## src/rtl/alu_arbiter.sv

```systemverilog
// alu_arbiter: two-port round-robin arbiter that shares one external
// combinational ALU. It accepts one request, drives the ALU from registered
// operands, captures the result, and returns it through a valid/ready
// response handshake to the requester that won.
module alu_arbiter #(
  parameter int unsigned WIDTH = 32,
  parameter int unsigned OPW   = 3
) (
  input  logic             clk,
  input  logic             reset,
  // requester 0
  input  logic             req_valid_0,
  output logic             req_ready_0,
  input  logic [WIDTH-1:0] req_A_0,
  input  logic [WIDTH-1:0] req_B_0,
  input  logic [OPW-1:0]   req_op_0,
  output logic             resp_valid_0,
  input  logic             resp_ready_0,
  // requester 1
  input  logic             req_valid_1,
  output logic             req_ready_1,
  input  logic [WIDTH-1:0] req_A_1,
  input  logic [WIDTH-1:0] req_B_1,
  input  logic [OPW-1:0]   req_op_1,
  output logic             resp_valid_1,
  input  logic             resp_ready_1,
  // shared result
  output logic [WIDTH-1:0] resp_C,
  // external ALU
  output logic [WIDTH-1:0] alu_A,
  output logic [WIDTH-1:0] alu_B,
  output logic [OPW-1:0]   alu_op,
  input  logic [WIDTH-1:0] alu_C
);

  typedef enum logic [1:0] {
    IDLE = 2'd0,
    EXEC = 2'd1,
    RESP = 2'd2
  } state_t;

  state_t           state_q, state_d;
  logic             last_grant_q;
  logic             grant_q;
  logic [WIDTH-1:0] a_q, b_q, c_q;
  logic [OPW-1:0]   op_q;

  logic             win;
  logic             accept;
  logic             resp_ready_g;
  logic             resp_done;

  // Round-robin choice: a lone requester always wins; on contention the
  // port that was not served last goes next.
  always_comb begin
    win = 1'b0;
    if (req_valid_0 && !req_valid_1)
      win = 1'b0;
    else if (req_valid_1 && !req_valid_0)
      win = 1'b1;
    else if (req_valid_0 && req_valid_1)
      win = ~last_grant_q;
  end

  // Only the granted port's response ready is honoured.
  always_comb begin
    resp_ready_g = grant_q ? resp_ready_1 : resp_ready_0;
  end

  // Next-state and handshake decode; reset suppresses acceptance in the same cycle.
  always_comb begin
    state_d   = state_q;
    accept    = 1'b0;
    resp_done = 1'b0;
    case (state_q)
      IDLE: begin
        if (!reset && (req_valid_0 || req_valid_1)) begin
          accept  = 1'b1;
          state_d = EXEC;
        end
      end
      EXEC: begin
        state_d = RESP;
      end
      RESP: begin
        if (resp_ready_g) begin
          resp_done = 1'b1;
          state_d   = IDLE;
        end
      end
      default: begin
        state_d = IDLE;
      end
    endcase
  end

  // State, grant bookkeeping, operand capture and result capture.
  always_ff @(posedge clk) begin
    if (reset) begin
      state_q      <= IDLE;
      last_grant_q <= 1'b1;
      grant_q      <= 1'b0;
      a_q          <= '0;
      b_q          <= '0;
      op_q         <= '0;
      c_q          <= '0;
    end else begin
      state_q <= state_d;
      if (accept) begin
        grant_q <= win;
        a_q     <= win ? req_A_1  : req_A_0;
        b_q     <= win ? req_B_1  : req_B_0;
        op_q    <= win ? req_op_1 : req_op_0;
      end
      if (state_q == EXEC)
        c_q <= alu_C;
      if (resp_done)
        last_grant_q <= grant_q;
    end
  end

  // Request ready is combinational; response valid is decoded from registered state only.
  always_comb begin
    req_ready_0  = accept && !win;
    req_ready_1  = accept && win;
    resp_valid_0 = (state_q == RESP) && !grant_q;
    resp_valid_1 = (state_q == RESP) && grant_q;
    resp_C       = c_q;
    alu_A        = a_q;
    alu_B        = b_q;
    alu_op       = op_q;
  end

endmodule

```

## config.mk

```make
export PLATFORM = sky130hd
export DESIGN_NAME = alu_arbiter
export DESIGN_NICKNAME = d
export VERILOG_FILES = /design/src/rtl/alu_arbiter.sv
export SDC_FILE = /design/constraint.sdc
export NUM_CORES = 1
export LEC_CHECK = 0
export CAP_MARGIN = 40
export CORE_UTILIZATION = 39
export CTS_CLUSTER_DIAMETER = 30
export DETAILED_ROUTE_END_ITERATION = 8
export GPL_ROUTABILITY_DRIVEN = 0
export PLACE_DENSITY_LB_ADDON = 0.05
export SYNTH_ARGS = -nofsm -noshare
export SYNTH_HDL_FRONTEND = slang
export SYNTH_SLANG_ARGS = --single-unit
```

## constraint.sdc

```tcl
create_clock -name clk -period 3 [get_ports clk]
set_clock_uncertainty 0.05 [all_clocks]
set_input_delay 0.6 -clock clk [delete_from_list [all_inputs] [get_ports clk]]
set_output_delay 0.6 -clock clk [all_outputs]
set_load 0.05 [all_outputs]
```

==> metrics.md, run 1 <==
| Metric | Value |
|---|---|
| Total Wirelength | between 15,000 and 20,000 µm |
| Crit path time final | 2.74 ns |
| Cts bufs inserted | 9 |
| WHS | 0.406 ns |
| Die width | roughly 110 µm |
| Final setup violation count | 0 |
| Number of max-cap violations | 0 |
| Antenna Nets Post-Route | 0 |
| Fillcell total | between 800 and 900 |
| CTS root buffer | clkbuf_8 |
| Synth Register Bits | a little over 100 |
| FMAX | 0.365 GHz |
| HP Class | flop to flop |
| CP most frequent cell | nor2b_1 |
| RSZ-0062 raised after global routing | no |
| Global route total overflow | 0 |
| Crit. End Element | output port |
| DP Area | just over 0.007 mm² |
| CORE AREA | approximately 0.010 mm² |
| WP buf/inv | 1 |
| Slew @ Worst Pin | around 0.68 ns |
| Max-slew headroom | between 50% and 60% |
| Largest net degree at the start of global routing | a little under 70 |
| Clock Latency Late Sink | roughly 0.36 ns |
| CP delay by family, top | buffers and inverters |
| Mapped Area | between 0.004 and 0.005 mm² |
| H-tree depth | 3 |
| Unique masters post-synth | 23 |
| Status | finished clean |
| Clock share of power | roughly 24% |
| Worst-path fanout max | 5 |
| Seq pwr share | 40.8% |
| Via count | ~5,000 |
| Starting Density | between 40% and 50% |
| Critical Path AT | about 2.1 ns |
| # DRC | 0 |
| Clock Sinks | just over 100 |
| Antenna violations before repair | 0 |
| Mapped Cells | ~540 |
| Sequential fraction of the synthesis area | between 40% and 50% |
| Yosys warning count | 0 |
| Setup CP Type | flop to output port |
| VDD IR max | 0.000238 V |
| N_diodes | 0 |
| Fin crit share | 91.3% |
| I/O Pins | ~280 |
| Total negative slack | 0 ns |
| Die ar. | between 0.01 and 0.015 mm² |
| Clk slew on worst S/H paths | 0.10 ns |
| Longest Clk Path Bufs | 2 |
| Chip height | 107 µm |
| Rows | 37 |
| CTS tree | built |
| Syn_nets | around 700 |
| Synth-to-Final Area Change | 70.8% |
| First-pass GRT wire length | around 24,000 µm |
| Hold Vio Cnt, Final | 0 |
| Synthesized area per cell | roughly 7.9 µm² |
| Internal power | about 2.5 mW |
| PostCTS Resize Cnt | 0 |
| Tot GR Track Use | 26.4% |
| Fin area | 0.00731 mm² |
| Final Max Slew Viols | 0 |
| Initial DRC Count | about 330 |
| Leak | approximately 2.7 nW |
| CP required | 2.35 ns |
| Switch share | roughly 35% |
| Postcts setup bufs | 0 |
| Pwr dens | ~520 mW/mm² |
| Port bufs | 274 |
| Final core utilization | a little over two thirds |
| Vias per cell | between 5 and 6 |
| Routed len/inst | roughly 17 µm |
| Cells along the critical path | nor2b_1 > nor2b_1 > clkdlybuf4s50_1 |
| Slowest-stage cell, CP | clkdlybuf4s50_1 |
| Nets | 959 |
| Layout cells sized above 1 | ~4.4% |
| Comb pwr share | 35.0% |
| Net Switching | between 1 and 1.5 mW |
| Initial DRT Pass Iterations | 5 |
| Detailed placement HPWL | around 11,000 µm |
| Hold-fix buffers, CTS | 0 |
| Startpoint Class | flop |
| Delay of the slowest critical-path stage | ~0.84 ns |
| Vias in the first global route | around 4,800 |
[state kept, by name (all words and copies together) (netlist names)]
| signal | count |
|---|---|
| alu_A | 32 |
| alu_B | 32 |
| grant_q | 1 |
| alu_op | 3 |
| state_q | 2 |
| resp_C | 32 |
| last_grant_q | 1 |
[stage by stage]
stage | setup WS [ns] | cells | power, mW
final | 0.261 | 928 | 3.83
after global placement | 0.189 | 910 | 2.90
after CTS | 0.239 | 928 | 3.86
after global routing | 0.155 | 928 | 4.00
after detailed placement | 0.342 | 912 | 2.93
after floorplan | 0.712 | 544 | 2.36
[layout make-up]
class	instances	area (µm²)	share of cell area, %
Timing Repair Buffer	286	2880	39.4
Sequential cell	103	2060	28.2
Clock buffer	12	135	1.85
Inverter	2	7.51	0.103
Tap cell	136	170	2.33
Multi-Input combinational cell	385	1980	27.1
Clock inverter	4	70.1	0.959
[cells in the mapped netlist, drive strengths merged]
library cell / number / area, µm²
nand2: 199 / 747
a21oi: 103 / 515
dfxtp: 103 / 2060
a311oi: 67 / 587
clkbuf: 31 / 116
buf: 23 / 121
nor2b: 3 / 18.8
a21bo: 2 / 20.0
inv: 2 / 7.50
nor2: 2 / 7.51
a21boi: 1 / 11.3
and2: 1 / 6.26
mux2i: 1 / 10.0
nand2b: 1 / 6.26
nand3: 1 / 5.00
nand3b: 1 / 7.51
nor3: 1 / 16.3
o21bai: 1 / 7.51
or2: 1 / 6.26
[routing by layer]
layer | global-route usage (%) | vias up | wire length [µm] | share of wire (%)
met5 | 0 | - | 0 | 0
met4 | 12.6 | 0 | 555 | 3.6
met3 | 7.05 | 39 | 1360 | 8.9
met2 | 46.2 | 230 | 7700 | 50
met1 | 29.6 | 2283 | 5710 | 37
li1 | - | 2386 | - | -
[power by group through the flow]
stage	registers (mW)	logic, mW	clock network [mW]
2_1_floorplan	1.99	0.371	0
3_5_place_dp	1.59	1.34	0
5_1_grt	1.57	1.42	1.01
4_1_cts	1.56	1.34	0.954
3_3_place_gp	1.59	1.31	0
6_report	1.56	1.34	0.929
[placed cells by master (no fill, tap or decap), drive strengths merged]
cell,Yosys,routed
clkbuf,31,12
nand2,199,199
and2,1,1
mux2i,1,1
buf,23,15
a21boi,1,1
inv,2,2
a21oi,103,103
nand2b,1,1
clkinv,0,2
or2,1,1
clkdlybuf4s50,0,271
nand3,1,1
dfxtp,103,103
nor2b,3,3
nor3,1,1
nor2,2,2
nand3b,1,1
bufinv,0,2
a311oi,67,67
a21bo,2,2
o21bai,1,1
[tightest hold or removal path: cells and delay by family, from the launching register on]
family	cells	cell delay (ns)
DFF	1	0.32
and+or+nand+nor	1	0.05
AOI/OAI and AO/OA	1	0.05
[kinds of logic after synthesis]
family / share of synthesized area [%]
AND/OR/NAND/NOR: 19.2
multiplexers: 0.234
AO/OA/AOI/OAI: 26.7
flip-flops: 48.2
buffers and inverters: 5.73
[path summary, 6_finish.rpt]
path / startpoint / to / slack, ns / cells past startpoint
min reg2reg: resp_C[6] / resp_C[6] / 0.41 / 2
min: resp_C[6] / resp_C[6] / 0.41 / 2
max reg2reg: last_grant_q / alu_A[23] / 1.24 / 4
max: state_q[1] / resp_valid_0 / 0.26 / 3
Note: power is estimated with default switching activity, not from simulation.
==> run 2, diff against run 1 <==
--- a/config.mk
+++ b/config.mk
@@ -11,6 +11,7 @@
 export DETAILED_ROUTE_END_ITERATION = 8
 export GPL_ROUTABILITY_DRIVEN = 0
 export PLACE_DENSITY_LB_ADDON = 0.05
+export REMOVE_ABC_BUFFERS = 1
 export SYNTH_ARGS = -nofsm -noshare
 export SYNTH_HDL_FRONTEND = slang
 export SYNTH_SLANG_ARGS = --single-unit
==> run 2 against run 1 <==
Effect of this change:
- worst hold slack better by 0.0018 ns
- die area stayed put
- first-iteration DRC count is 22% lower
- clock power is 3.9% lower
- via count is 0.69% higher
- global-route usage is 0.62 points higher
- sequential share of layout area is 0.082 points lower
- count of clock-buffer cells in the layout is 1 lower
- cell area is 0.29% higher
- core utilization is 0.20 points higher
- critical endpoint unchanged
- highest routed layer unchanged
==> metrics.md, run 2 (synthesis gave the netlist of run 1 again) <==
| Metric | Value |
|---|---|
| Status | finished clean |
| Initial DRT Pass Iterations | 4 |
| Clock Sinks | 103 |
| Layout cells sized above 1 | around 4.8% |
| Net Switching | 1.33 mW |
| Die ar. | roughly 0.011 mm² |
| DP Area | between 0.007 and 0.008 mm² |
| H-tree depth | 3 |
| Most frequent cells in the layout | 271 x clkdlybuf4s50_1, 199 x nand2_1, 103 x a21oi_1, 103 x dfxtp_1, 67 x a311oi_1 |
| Cts bufs inserted | 9 |
| # DRC | 0 |
| CTS tree | built |
| Hold Vio Cnt, Final | 0 |
| Worst r2r path cells | 4 |
| Slew @ Worst Pin | between 0.5 and 0.6 ns |
| Postcts setup bufs | 0 |
| N_diodes | 0 |
| Port bufs | 274 |
| Finished Layout Cells | about 930 |
| Total Wirelength | 15,500 µm |
| PostCTS Resize Cnt | 0 |
| CORE AREA | ~0.010 mm² |
| FMAX | roughly 0.37 GHz |
| Nets | 960 |
| Hold Crit Start | resp_C[9] |
| Hold Path Cell Cnt | 2 |
| Internal power | between 2 and 2.5 mW |
| Setup CP Type | flop to output port |
| FF-to-FF Start | state_q[1] |
| Crit. End Element | output port |
| First-pass GRT wire length | 24,200 µm |
| Fin area | roughly 0.0073 mm² |
| Vias per cell | roughly 5.4 |
| Seq pwr share | ~40% |
| Number of max-cap violations | 0 |
| Longest Clk Path Bufs | 2 |
| Switch share | between 30% and 40% |
| I/O Pins | between 200 and 300 |
| Crit path time final | 2.69 ns |
| HP Class | flop to flop |
| Clock Latency Late Sink | approximately 0.36 ns |
| Via count | ~5,000 |
| Cells after DPL | roughly 900 |
| VDD IR max | about 0.0003 V |
| Critical Path AT | between 2 and 2.5 ns |
| Starting Density | about two fifths |
| Pwr dens | between 500 and 600 mW/mm² |
| Commonest non-fill, non-tap cell in the layout | clkdlybuf4s50_1 |
| Die width | ~110 µm |
| Final Max Slew Viols | 0 |
| Clk slew on worst S/H paths | 0.09 ns |
| Leak | around 2.7 nW |
| Crit path launch | state_q[1] |
| Antenna Nets Post-Route | 0 |
| Initial DRC Count | 259 |
| Clock share of power | between 20% and 30% |
| Max-slew headroom | roughly three fifths |
| R2r setup slk | between 1 and 1.5 ns |
| Tot GR Track Use | between 20% and 30% |
| Vias in the first global route | between 4,000 and 5,000 |
| Synth-to-Final Area Change | 71.3% |
| Antenna violations before repair | 0 |
| Hold-fix buffers, CTS | 0 |
| Total negative slack | 0 ns |
| Chip height | around 110 µm |
| Endpoint, Worst Hold | resp_C[9] |
| Worst-path fanout max | 5 |
| Largest net degree at the start of global routing | 56 |
| Final setup violation count | 0 |
| CTS root buffer | clkbuf_8 |
| RSZ-0062 raised after global routing | no |
| Routed len/inst | approximately 17 µm |
| Global route total overflow | 0 |
| Fin crit share | ~90% |
| CP required | 2.35 ns |
| Rows | 37 |
| Final core utilization | between 70% and 80% |
| Crit Reg-Reg Endpoint | alu_A[28] |
| Detailed placement HPWL | between 10,000 and 15,000 µm |
| Comb pwr share | a little over a third |
| Startpoint Class | flop |
==> run 2: cell count changes in the layout (fill, tap and decap cells not counted), sizes merged <==
cell,previous run,this run
buf,15,16
bufinv,2,1
clkbuf,12,11
clkinvlp,0,1
==> run 2: cell type report <==
cell class                      count  area (µm²)
Fill cell                         884        3130
Clock inverter                      4        55.1
Sequential cell                   103        2060
Timing Repair Buffer              287        2900
Tap cell                          136         170
Inverter                            2        7.51
Clock buffer                       11         151
Multi-Input combinational cell    385        1980
==> run 2: worst max-delay path by stage <==
| stage | end | slack [ns] | cells after the start |
|---|---|---|---|
| detailed placement | alu_A[28] | 0.52 | 6 |
| global route | resp_valid_0 | 0.21 | 3 |
| global placement | req_ready_0 | 0.57 | 5 |
| floorplan | req_ready_0 | -1.10 | 3 |
| CTS | resp_valid_0 | 0.27 | 3 |
| finish | resp_valid_0 | 0.31 | 3 |
==> run 2: critical path: stages (launching register included) <==
cell	delay [ns]
dfxtp_1	0.44
nor2b_1	0.27
nor2b_1	0.17
clkdlybuf4s50_1	0.81
==> run 2: power by group through the flow <==
| stage | Clock [mW] | Sequential [mW] | Combinational, mW |
|---|---|---|---|
| after floorplan | 0 | 1.99 | 0.324 |
| after global placement | 0 | 1.59 | 1.32 |
| after detailed placement | 0 | 1.59 | 1.35 |
| after CTS | 0.913 | 1.56 | 1.35 |
| after global routing | 0.978 | 1.58 | 1.43 |
| final | 0.893 | 1.56 | 1.35 |
==> run 2: per-stage QoR <==
stage | hold WS [ns] | power, mW | setup slack [ns]
3_3_place_gp | 0.391 | 2.91 | 0.566
3_5_place_dp | 0.396 | 2.94 | 0.516
6_report | 0.408 | 3.80 | 0.307
4_1_cts | 0.410 | 3.83 | 0.272
5_1_grt | 0.429 | 3.98 | 0.209
2_1_floorplan | 0.478 | 2.31 | -1.10
==> run 2: metal layers <==
metal | vias to the layer above | part of all wire, % | track usage (%)
li1 | 2390 | - | -
met1 | 2291 | 37 | 29.7
met2 | 248 | 49 | 46.5
met3 | 43 | 9.1 | 8.75
met4 | 0 | 4.4 | 13.5
met5 | - | 0 | 0
